<file path="config.mk">
export PLATFORM = sky130hd
export DESIGN_NAME = lcd_spi_rx
export DESIGN_NICKNAME = d
export VERILOG_FILES = /design/src/rtl/lcd_spi_pkg.sv /design/src/rtl/lcd_spi_rx_bytes.sv /design/src/rtl/lcd_spi_rx.sv
export SDC_FILE = /design/constraint.sdc
export NUM_CORES = 1
export LEC_CHECK = 0
export ABC_AREA = 1
export CAP_MARGIN = 20
export CORE_AREA = 2 2 135 137
export DETAILED_ROUTE_END_ITERATION = 8
export DIE_AREA = 0 0 137 139
export HOLD_SLACK_MARGIN = 0.05
export PLACE_DENSITY_LB_ADDON = 0.12
export SYNTH_ARGS = -nofsm -noshare
export SYNTH_HDL_FRONTEND = slang
export SYNTH_SLANG_ARGS = --single-unit
</file>
<file path="constraint.sdc">
create_clock -name clk -period 1.7 [get_ports clk]
set_input_delay 0.34 -clock clk [delete_from_list [all_inputs] [get_ports clk]]
set_output_delay 0.34 -clock clk [all_outputs]
set_load 0.02 [all_outputs]
</file>
<file path="src/rtl/lcd_spi_pkg.sv">
// lcd_spi_pkg: command codes and protocol state encoding for the LCD SPI receiver
package lcd_spi_pkg;
  localparam logic [7:0] CMD_SWRESET = 8'h01;
  localparam logic [7:0] CMD_CASET   = 8'h2A;
  localparam logic [7:0] CMD_RASET   = 8'h2B;
  localparam logic [7:0] CMD_RAMWR   = 8'h2C;
  typedef enum logic [2:0] {S_IDLE, S_CASET, S_RASET, S_RAMWR, S_IGNORE} state_t;
endpackage

</file>
<file path="src/rtl/lcd_spi_rx_bytes.sv">
// lcd_spi_rx_bytes: pin synchronisers, spi_clk rising-edge detect and byte deserialiser
module lcd_spi_rx_bytes #(
  parameter int C_sync_stages = 2
) (
  input  logic       clk,
  input  logic       reset,
  input  logic       i_csn,
  input  logic       i_sclk,
  input  logic       i_mosi,
  input  logic       i_dc,
  input  logic       i_resn,
  output logic       o_rx,
  output logic [7:0] o_rx_data,
  output logic       o_rx_dc,
  output logic       o_csn,
  output logic       o_resn,
  output logic       o_byte_valid,
  output logic [7:0] o_byte_data,
  output logic       o_byte_dc
);
  // sync bits: [4]=resn [3]=csn [2]=clk [1]=mosi [0]=dc; reset to idle pin levels
  logic [4:0] r_sync [C_sync_stages];
  logic [4:0] w_s;
  logic       w_rise;
  logic       r_clk_d;
  logic [2:0] r_cnt;
  logic [7:0] r_shift;
  logic       r_full;
  logic       r_dc;
  assign w_s    = r_sync[C_sync_stages-1];
  assign w_rise = w_s[2] & ~r_clk_d;
  assign o_rx      = r_full;
  assign o_rx_data = r_shift;
  assign o_rx_dc   = r_dc;
  assign o_csn     = w_s[3];
  assign o_resn    = w_s[4];
  always_ff @(posedge clk) begin
    if (reset) begin
      for (int i = 0; i < C_sync_stages; i++) r_sync[i] <= 5'b11100;
      r_clk_d <= 1'b1;
    end else begin
      r_sync[0] <= {i_resn, i_csn, i_sclk, i_mosi, i_dc};
      for (int i = 1; i < C_sync_stages; i++) r_sync[i] <= r_sync[i-1];
      r_clk_d <= w_s[2];
    end
  end
  always_ff @(posedge clk) begin
    if (reset || !w_s[4]) begin
      r_cnt        <= '0;
      r_shift      <= '0;
      r_full       <= 1'b0;
      r_dc         <= 1'b0;
      o_byte_valid <= 1'b0;
      o_byte_data  <= '0;
      o_byte_dc    <= 1'b0;
    end else begin
      o_byte_valid <= r_full;
      if (r_full) begin
        o_byte_data <= r_shift;
        o_byte_dc   <= r_dc;
      end
      r_full <= 1'b0;
      if (w_s[3]) r_cnt <= '0;
      else if (w_rise) begin
        r_shift <= {r_shift[6:0], w_s[1]};
        r_cnt   <= r_cnt + 3'd1;
        r_full  <= r_cnt == 3'd7;
        if (r_cnt == 3'd7) r_dc <= w_s[0];
      end
    end
  end
endmodule

</file>
<file path="src/rtl/lcd_spi_rx.sv">
// lcd_spi_rx: ST7789-style SPI receiver decoding CASET/RASET/RAMWR into addressed RGB565 pixel writes
module lcd_spi_rx
  import lcd_spi_pkg::*;
#(
  parameter int C_x_bits      = 8,
  parameter int C_y_bits      = 8,
  parameter int C_x_size      = 240,
  parameter int C_y_size      = 240,
  parameter int C_sync_stages = 2
) (
  input  logic                clk,
  input  logic                reset,
  input  logic                spi_csn,
  input  logic                spi_clk,
  input  logic                spi_mosi,
  input  logic                spi_dc,
  input  logic                spi_resn,
  output logic                byte_valid,
  output logic [7:0]          byte_data,
  output logic                byte_dc,
  output logic                pixel_valid,
  output logic [C_x_bits-1:0] pixel_x,
  output logic [C_y_bits-1:0] pixel_y,
  output logic [15:0]         pixel_color,
  output logic                frame_start
);
  localparam int C_p_bits = C_x_bits > C_y_bits ? C_x_bits : C_y_bits;
  localparam logic [C_x_bits-1:0] C_xe0 = C_x_bits'(C_x_size - 1);
  localparam logic [C_y_bits-1:0] C_ye0 = C_y_bits'(C_y_size - 1);
  logic                w_rx, w_rx_dc, w_csn, w_resn;
  logic [7:0]          w_rx_data;
  logic [15:0]         w_word;
  state_t              r_state;
  logic [1:0]          r_idx;
  logic [7:0]          r_hi;
  logic                r_half;
  logic [C_p_bits-1:0] r_ps;
  logic [C_x_bits-1:0] r_xs, r_xe, r_x;
  logic [C_y_bits-1:0] r_ys, r_ye, r_y;
  lcd_spi_rx_bytes #(.C_sync_stages(C_sync_stages)) u_bytes (
    .clk(clk), .reset(reset), .i_csn(spi_csn), .i_sclk(spi_clk), .i_mosi(spi_mosi),
    .i_dc(spi_dc), .i_resn(spi_resn), .o_rx(w_rx), .o_rx_data(w_rx_data), .o_rx_dc(w_rx_dc),
    .o_csn(w_csn), .o_resn(w_resn), .o_byte_valid(byte_valid), .o_byte_data(byte_data),
    .o_byte_dc(byte_dc)
  );
  assign w_word = {r_hi, w_rx_data};
  always_ff @(posedge clk) begin
    if (reset || !w_resn) begin
      r_state     <= S_IDLE;
      r_idx       <= '0;
      r_hi        <= '0;
      r_half      <= 1'b0;
      r_ps        <= '0;
      r_xs        <= '0;
      r_xe        <= C_xe0;
      r_ys        <= '0;
      r_ye        <= C_ye0;
      r_x         <= '0;
      r_y         <= '0;
      pixel_valid <= 1'b0;
      pixel_x     <= '0;
      pixel_y     <= '0;
      pixel_color <= '0;
      frame_start <= 1'b0;
    end else begin
      pixel_valid <= 1'b0;
      frame_start <= 1'b0;
      if (w_csn) r_half <= 1'b0;
      if (w_rx && !w_rx_dc) begin
        // a command always restarts decoding, whatever state we were in
        r_idx   <= '0;
        r_state <= w_rx_data == CMD_CASET ? S_CASET :
                   w_rx_data == CMD_RASET ? S_RASET :
                   w_rx_data == CMD_RAMWR ? S_RAMWR :
                   w_rx_data == CMD_SWRESET ? S_IDLE : S_IGNORE;
        if (w_rx_data == CMD_RAMWR) begin
          r_x         <= r_xs;
          r_y         <= r_ys;
          r_half      <= 1'b0;
          frame_start <= 1'b1;
        end
        if (w_rx_data == CMD_SWRESET) begin
          r_xs <= '0;
          r_xe <= C_xe0;
          r_ys <= '0;
          r_ye <= C_ye0;
        end
      end else if (w_rx && (r_state == S_CASET || r_state == S_RASET)) begin
        r_idx <= r_idx + 2'd1;
        if (r_idx == 2'd0 || r_idx == 2'd2) r_hi <= w_rx_data;
        if (r_idx == 2'd1) r_ps <= w_word[C_p_bits-1:0];
        if (r_idx == 2'd3) begin
          r_state <= S_IDLE;
          if (r_state == S_CASET) begin
            r_xs <= r_ps[C_x_bits-1:0];
            r_xe <= w_word[C_x_bits-1:0];
          end else begin
            r_ys <= r_ps[C_y_bits-1:0];
            r_ye <= w_word[C_y_bits-1:0];
          end
        end
      end else if (w_rx && r_state == S_RAMWR) begin
        if (!r_half) begin
          r_hi   <= w_rx_data;
          r_half <= 1'b1;
        end else begin
          r_half      <= 1'b0;
          pixel_valid <= 1'b1;
          pixel_x     <= r_x;
          pixel_y     <= r_y;
          pixel_color <= w_word;
          r_x         <= r_x == r_xe ? r_xs : r_x + 1'b1;
          if (r_x == r_xe) r_y <= r_y == r_ye ? r_ys : r_y + 1'b1;
        end
      end
    end
  end
endmodule

</file>
# Yosys cells after proc, flatten, opt, wreduce, memory -nomap -nowiden
# Memory sizes are Yosys's and may differ from the RTL's.
# Cells that the tools add are included.
# totals
reg_bits	128
ram_bits	10
input_bits	7
output_inout_bits	44
word_cells	143
n_memories	1
# classes
n_addsub	4
eq_ne	19
muxes	55
bitwise_logic	9
reduce_logical	31
# mem_list
memory	depth	width	rd	rd_clocked_by_memory_dff	wr	line_no	text
u_bytes.r_sync	2	5	2	0	2	lcd_spi_rx_bytes.sv:22	logic [4:0] r_sync [C_sync_stages];
# ops
operator	count
$mux W8	35
$eq A8 B6 Y1 const B	3
$mux W3	7
$reduce_and A4 Y1	5
$add A8 B1 Y8 const B	2
$eq A8 B8 Y1	2
$reduce_bool A2 Y1	7
$mux W1	11
$mux W5	2
$eq A8 B1 Y1 const B	1
$ne A2 B1 Y1 const B	4
$eq A3 B2 Y1 const B	2
$not A1 Y1	6
$reduce_and A3 Y1	2
$reduce_or A2 Y1	3
$reduce_and A5 Y1	1
$eq A2 B2 Y1 const B	2
$ne A2 B2 Y1 const B	2
$reduce_and A2 Y1	2
$reduce_or A4 Y1	1
$add A3 B1 Y3 const B	1
$eq A3 B1 Y1 const B	1
$eq A3 B3 Y1 const B	1
$logic_and A1 B1 Y1	3
other kinds (8)	12

# Logic depth before layout (Yosys ltp)
# Gate-level depths: netlist of run 1.
# depth
depth_word	7
mapped_depth	12

# Hierarchy
# A second synthesis of run 1 with hierarchy kept.
# unflattened
cells_unflattened	812
hier_area_um2	6018.3
# modules_own_cells
module	n_inst	cells_each	area_each_um2	seq_area_each_um2
lcd_spi_rx	1	667	4803.4	2082.0
lcd_spi_rx_bytes	1	145	1214.9	680.7

# Worst setup path before layout of run 1
# Ideal clock, no wire load.
# synth_path
kind	register -> register
from	reg u_bytes.r_full (netlist: u_bytes.o_rx)
to	reg r_ye[2]
setup_time_ns	0.134
t_arrival_ns	1.240
required_time_ns	1.566
slack_ns	0.327
path_stages_with_launch	12
path_buffers	2
period_less_slack_ns	1.373
path_cell_list	dfxtp_1 -> buf_6 -> inv_6 -> nor2_8 -> nand2_2 -> inv_2 -> nand2_1 -> nand2_2 -> nand3_1 -> buf_4 -> nand2_1 -> nand3_1
# synth_via
elab_chain_cells	3
# synth_lines
item	line_no	text
start: declaration	lcd_spi_rx_bytes.sv:28	logic r_full;
start signal: assignment	lcd_spi_rx_bytes.sv:51	r_full <= 1'b0;
start signal: assignment	lcd_spi_rx_bytes.sv:62	r_full <= 1'b0;
start signal: assignment	lcd_spi_rx_bytes.sv:67	r_full <= r_cnt == 3'd7;
$logic_and A1 B1 Y1 (on tied branches)	lcd_spi_rx.sv:69, lcd_spi_rx.sv:88	
$ne A2 B2 Y1 (no source line), or another cell as far along	n/a	
$reduce_and A4 Y1 (no source line)	n/a	
end signal: assignment	lcd_spi_rx.sv:57	r_ye <= C_ye0;
end signal: assignment	lcd_spi_rx.sv:86	r_ye <= C_ye0;
end signal: assignment	lcd_spi_rx.sv:99	r_ye <= w_word[C_y_bits-1:0];
end: declaration	lcd_spi_rx.sv:39	logic [C_y_bits-1:0] r_ys, r_ye, r_y;
# Parallel ways exist; a longest one is shown, timed or not.
# A chain may end at the register's enable or synchronous reset.

# Final worst setup path of run 1
# layout_path
from	reg u_bytes.r_full (netlist: u_bytes.o_rx)
to	reg r_x[0]
# layout_via
elab_chain_cells	3
# layout_lines
item	line_no	text
$logic_and A1 B1 Y1 (on tied branches)	lcd_spi_rx.sv:69, lcd_spi_rx.sv:88, lcd_spi_rx.sv:102	
$ne A2 B1 Y1 (no source line), or another cell as far along	n/a	
$reduce_and A4 Y1 (no source line)	n/a	
end signal: assignment	lcd_spi_rx.sv:77	r_x <= r_xs;
end signal: assignment	lcd_spi_rx.sv:112	r_x <= r_x == r_xe ? r_xs : r_x + 1'b1;
end: declaration	lcd_spi_rx.sv:38	logic [C_x_bits-1:0] r_xs, r_xe, r_x;
# Parallel ways exist; a longest one is shown, timed or not.

==> results of run 1 <==
## final cells by class
type | count | area, um^2 | share of cell area (%)
Clock inverter | 7 | 91.3 | 1.23
Sequential cell | 138 | 2770 | 37.2
Inverter | 80 | 315 | 4.24
Tap cell | 229 | 287 | 3.86
Clock buffer | 24 | 482 | 6.48
Multi-Input combinational cell | 535 | 2620 | 35.2
Timing Repair Buffer | 99 | 875 | 11.8
## what timing repair did
item / CTS / global route
hold buffers: 0 / 0
setup endpoints to repair: 41 / 36
pin swaps: 0 / 2
buffers inserted: 0 / 5
gates cloned: 0 / 0
resized for setup: 41 / 16
## routing by layer
layer	wire (um)	up-vias	global-route usage, %	share of wire, %
met1	7350	2294	22.3	49
met3	480	12	4.17	3.2
met2	6860	77	26.3	46
met4	171	0	4.56	1.2
li1	-	2680	-	-
met5	0	-	0	0
## worst reg2reg max path, cell delays in order, from the launching register on
cell and delay, ns:
dfxtp_1 0.40, inv_6 0.08, nor2_8 0.15, buf_4 0.18
nand2_1 0.13, nand2_4 0.13, buf_12 0.15, inv_1 0.07
nor2_1 0.11, nor2_1 0.04
## flip-flops by register name (all words and copies together), names as in the netlist, 2 cells and up
signal               count
pixel_x                  8
r_x                      8
pixel_y                  8
r_xs                     8
r_y                      8
r_hi                     8
r_xe                     8
u_bytes.o_byte_data      8
r_ps                     8
u_bytes.o_rx_data        8
u_bytes.r_sync          10
r_ye                     8
pixel_color             16
u_bytes.r_cnt            3
r_state                  3
r_idx                    2
r_ys                     8
## report_power, final
part | switching (mW) | internal (mW) | total, mW
logic | 0.0908 | 0.0549 | 0.146
registers | 0.00418 | 3.25 | 3.25
clock network | 1.35 | 2.26 | 3.61
total | 1.45 | 5.56 | 7.01
## worst min path at each step
| stage | startpoint | to | slack [ns] | cells past startpoint |
|---|---|---|---|---|
| finish | u_bytes.r_sync[0][0] | u_bytes.r_sync[0][5] | 0.40 | 2 |
| global route | spi_mosi | u_bytes.r_sync[0][1] | 0.42 | 3 |
| CTS | u_bytes.r_sync[0][0] | u_bytes.r_sync[0][5] | 0.40 | 2 |
| detailed placement | u_bytes.r_sync[0][0] | u_bytes.r_sync[0][5] | 0.39 | 2 |
| global placement | u_bytes.r_sync[0][0] | u_bytes.r_sync[0][5] | 0.39 | 2 |
| floorplan | u_bytes.r_sync[0][0] | u_bytes.r_sync[0][5] | 0.39 | 2 |
## cell usage in the layout (no fill, tap or decap), types with 2 or more instances in the layout
cell type        instances
dfxtp_1                135
inv_2                    4
nor2_8                   2
buf_12                   4
o21ai_1                  6
xnor2_1                 11
nand4_1                  3
dlygate4sd2_1           41
o211ai_1                 4
inv_1                   73
nand2_2                  8
clkbuf_8                 3
ha_1                     8
buf_4                   45
nor2_2                   2
nand2_4                  3
dlymetal6s2s_1           3
a21boi_0                 2
o21ai_0                 69
clkbuf_1                 4
clkdlybuf4s50_1          6
a21oi_2                  2
bufinv_16                2
or2_2                    6
nor2_1                 127
clkinv_2                 3
a21oi_1                 82
clkbuf_16               17
xor2_1                   9
nand2_1                141
nor3_1                   2
nand3_1                 39
dfxtp_2                  3
## kinds of logic (layout without fill, tap and decap cells)
| family | after synthesis | in the layout | synth area share (%) |
|---|---|---|---|
| simple gates | 339 | 339 | 24.6 |
| compound gates | 168 | 168 | 14.9 |
| flops | 138 | 138 | 47.2 |
| buf+inv | 117 | 210 | 8.67 |
| xor+xnor | 20 | 20 | 2.99 |
| fa+ha+maj | 8 | 8 | 1.71 |
## per-stage QoR
step	hold WS [ns]	setup WS (ns)	total power, mW	instance area [um^2]
global route	0.422	-0.0167	7.26	7430
global placement	0.392	0.0651	3.47	6830
CTS	0.400	0.00116	7.10	7350
floorplan	0.388	0.327	3.40	5860
detailed placement	0.392	0.0314	3.47	6830
finish	0.399	0.155	7.01	7430
==> results.cfg, run 1 <==
[layout]
fin_cells = 1112
finish.utilization_pct = 42.1
fin_nets = 886
area_growth_pct = 26.9
drive_gt1_share_pct = 12.8
num_antenna_cells = 0
nFillCells = 1856

[global_routing]
grt_usage_pct = 16.6
antenna_found_initial = 0
grt-ovfl-total = 0
grt_pass1_vias = 4899
grt_pass1_wl_mm = 24.8
grt_max_degree = 65

[synth]
yosys.area.top_type_share_pct = 47.2
synth-seq-cells = 138
ys.flop_type = dfxtp_1
synthTopCellsByArea = dfxtp_1 (47%), nand2_1 (9.2%), nor2_1 (8.1%), a21oi_1 (7.0%), o21ai_0 (6.1%)
synth_top_cell_by_area = dfxtp_1
syn_area_um2 = 5860
synth_common_cells = nand2_1 (143), dfxtp_1 (138), nor2_1 (127), a21oi_1 (82), inv_1 (73)
synth_warnings = 0
synth_edf_count = 0
avgSynthCellArea_um2 = 7.42
seq_area_frac_synth_pct = 47.2
synth_cell_types = 37
syn_nets = 805
synthCells = 790
async_reset_ff_share_pct = 0
yosysMostFrequentCell = nand2_1

[clock_tree]
clk_pin_slew_ns = 0.06
clockBufferDepth = 2
cts_sinks = 138
cts_made_buffers = 17
cts_tree = done
cts_htree_levels = 4
clk_latency_ns = 0.43
clock_tree.root_cell = clkbuf_16

[detailed_routing]
dr.pass1.iters = 4
postRouteAntennaNets = 0
drc = 0
vias = 5063
route.detailed.wl_per_inst_um = 13.4
via_per_inst = 4.55
drt_iter0_drc = 306
routed_wl_mm = 14.9

[placement]
dp_cells = 1076
dp_hpwl_mm = 10.4
gp_congestion = 0.805
port-buffer-count = 50

[worst_setup_path]
r2r-start = u_bytes.o_rx
path_buf_inv = 4
cp_slowest_stage_delay_ns = 0.40
critPathKind = flip-flop to flip-flop
cp-start-kind = flip-flop
timing.critical_path.required_ns = 2.02
end_kind = flip-flop
critical_path_depth = 9
crit_start = u_bytes.o_rx
crit_chain = inv_6 -> nor2_8 -> buf_4 -> nand2_1 -> nand2_4 -> buf_12 -> inv_1 -> nor2_1 -> nor2_1
slowest_stage = dfxtp_1
r2r-end = r_x[0]
arrival_ns = 1.86
path_max_fanout = 14
critPathCapture = r_x[0]
worst_r2r_path_depth = 9
crit_top_cell = nor2_1
r2r_slack_ns = 0.15
cpLargestDelayFamily = simple AND/OR/NAND/NOR gates

[timing]
setup_violations = 0
slew_violations = 0
fin_crit_ns = 1.55
tns_ns = 0
fin_skew_ns = 0.00731
timing.fmax_ghz = 0.647
worst_pin_slew_ns = 0.309
period_share_pct = 90.9
slew_headroom_pct = 79.3
hold_viol_final = 0

[floorplan]
floorplan.initialDensity_pct = 33.2
coreArea_um2 = 17700
die_y_um = 139
ios = 51
dieArea_um2 = 19000
placementRows = 49
die_x_um = 137

[status]
status = completed

[power]
p_leak_nw = 3.30
power_density_nw_per_um2 = 943
vdd_drop_max_mv = 0.694

[job]
drv_cap = 0

[min_path]
hold_class = flip-flop to flip-flop
(Power assumes the default switching activity.)
==> run 2, diff against run 1 <==
CELL_PAD_IN_SITES_DETAIL_PLACEMENT = 1   (was default)
CELL_PAD_IN_SITES_GLOBAL_PLACEMENT = 1   (was default)
==> run 2 against run 1 <==
  * First-iteration DRC count decreased by 42%
  * Worst hold slack improved by 0.011 ns
  * Setup slack got worse by 0.12 ns
  * Critical path type is now flip-flop to output port
  * Highest routed layer unchanged
==> results.cfg, run 2 (synthesis results as in run 1) <==
[status]
status = completed

[worst_setup_path]
arrival_ns = 1.33
cp-start-kind = flip-flop
path_max_fanout = 1
cp_slowest_stage_delay_ns = 0.60
path_buf_inv = 1
end_kind = output port
cpLargestDelayFamily = buffers and inverters
crit_chain = clkdlybuf4s50_1
slowest_stage = clkdlybuf4s50_1
timing.critical_path.required_ns = 1.36
critPathKind = flip-flop to output port

[timing]
period_share_pct = 98.1
fin_skew_ns = 0.00662
hold_viol_final = 0
slew_headroom_pct = 79.0
timing.fmax_ghz = 0.600
worst_pin_slew_ns = 0.312
setup_violations = 0
tns_ns = 0
rsz0062_at_grt = no
slew_violations = 0
fin_crit_ns = 1.67

[detailed_routing]
route.detailed.wl_per_inst_um = 15.5
drt_iter0_drc = 176
postRouteAntennaNets = 0
drc = 0
vias = 5337
via_per_inst = 4.80
dr.pass1.iters = 4
routed_wl_mm = 17.2

[layout]
finish.utilization_pct = 42.4
area_growth_pct = 27.9
finalInstanceArea_um2 = 7490
regMostFlops = pixel_color
final_cell_mix = nand2_1 (140), dfxtp_1 (135), nor2_1 (124)
fin_nets = 884
largest_reg_flops = 16
reg.largest.list = pixel_color: 16 flops, u_bytes.r_sync: 10 flops
num_antenna_cells = 0
drive_gt1_share_pct = 13.4
fin_cells = 1111
final_common_cell = nand2_1
nFillCells = 2181

[global_routing]
grt_pass1_vias = 5537
grt_usage_pct = 19.1
grt-ovfl-total = 0
grt_max_degree = 53
antenna_found_initial = 0
grt_pass1_wl_mm = 28.5

[clock_tree]
clock_tree.root_cell = clkbuf_16
clk_pin_slew_ns = 0.06
clk_latency_ns = 0.42
cts_htree_levels = 4
hold_buffers = 0
clockBufferDepth = 2
cts_tree = done
cts_sinks = 138
cts_made_buffers = 17

[job]
drv_cap = 0

[floorplan]
die_x_um = 137
placementRows = 49
floorplan.initialDensity_pct = 33.2
dieArea_um2 = 19000
ios = 51
die_y_um = 139
coreArea_um2 = 17700

[placement]
port-buffer-count = 50
dp_cells = 1078
dp_hpwl_mm = 12.3
placed_area_um2 = 6860
gp_congestion = 0.842

[power]
power_density_nw_per_um2 = 979
p_leak_nw = 3.27
vdd_drop_max_mv = 0.666

[min_path]
hold_class = flip-flop to flip-flop
==> run 2: changes by cell type in the layout (fill, tap and decap cells not counted), moves of 3 or more <==
cell,previous run,this run
dlymetal6s2s_1,3,0
clkbuf_1,4,1
nor2_2,2,5
buf_4,45,40
clkbuf_8,3,0
nor2_1,127,124
==> run 2: worst reg2reg max path: stages (launching register included) <==
cell and delay [ns]:
dfxtp_1 0.40, inv_6 0.08, nor2_8 0.16, inv_4 0.10
nand2_2 0.11, nand2_1 0.06, nor2_1 0.20, buf_12 0.19
o21ai_0 0.14, nand3_1 0.10
==> run 2: path summary, 6_finish.rpt <==
check	startpoint	to	slack, ns	cells after the start
min	u_bytes.r_sync[0][1]	u_bytes.r_sync[0][6]	0.41	2
max	pixel_valid	pixel_valid	0.03	1
max reg2reg	u_bytes.o_rx	r_ye[2]	0.11	9
min reg2reg	u_bytes.r_sync[0][1]	u_bytes.r_sync[0][6]	0.41	2
==> run 2: layout make-up <==
cell class / count / area, um^2 / share of cell area [%]
sequential: 138 / 2770 / 36.9
multi-input combinational: 535 / 2620 / 35.0
timing repair buffer: 97 / 870 / 11.6
clock buffer: 18 / 429 / 5.73
inverter: 80 / 320 / 4.28
tap: 229 / 287 / 3.83
clock inverter: 14 / 196 / 2.62
==> run 2: per-stage QoR <==
stage / total power, mW / worst slack (ns) / hold WS, ns
after detailed placement: 3.47 / -0.0196 / 0.401
after global placement: 3.47 / 0.0490 / 0.396
after CTS: 7.43 / 0.00668 / 0.414
after global routing: 7.58 / 0.000244 / 0.435
after floorplan: 3.40 / 0.327 / 0.388
final: 7.33 / 0.0324 / 0.410
==> run 2: report_power, final <==
group	switching [mW]	internal, mW
Sequential	0.00402	3.25
Combinational	0.0949	0.0532
Clock	1.47	2.46
Total	1.57	5.76
==> run 2: routing by layer <==
layer | up-vias | routed length (um) | global-route usage (%)
met5 | - | 0 | 0
met2 | 76 | 8410 | 32.1
li1 | 2685 | - | -
met4 | 0 | 453 | 7.92
met1 | 2553 | 7900 | 23.9
met3 | 23 | 478 | 3.62
==> run 2: what timing repair did <==
| action | CTS | global route |
|---|---|---|
| buffers inserted | 0 | 1 |
| endpoints found under the hold margin | 0 | 0 |
| pin swaps | 0 | 2 |
| setup endpoints to repair | 43 | 37 |
| gates resized for setup | 43 | 16 |
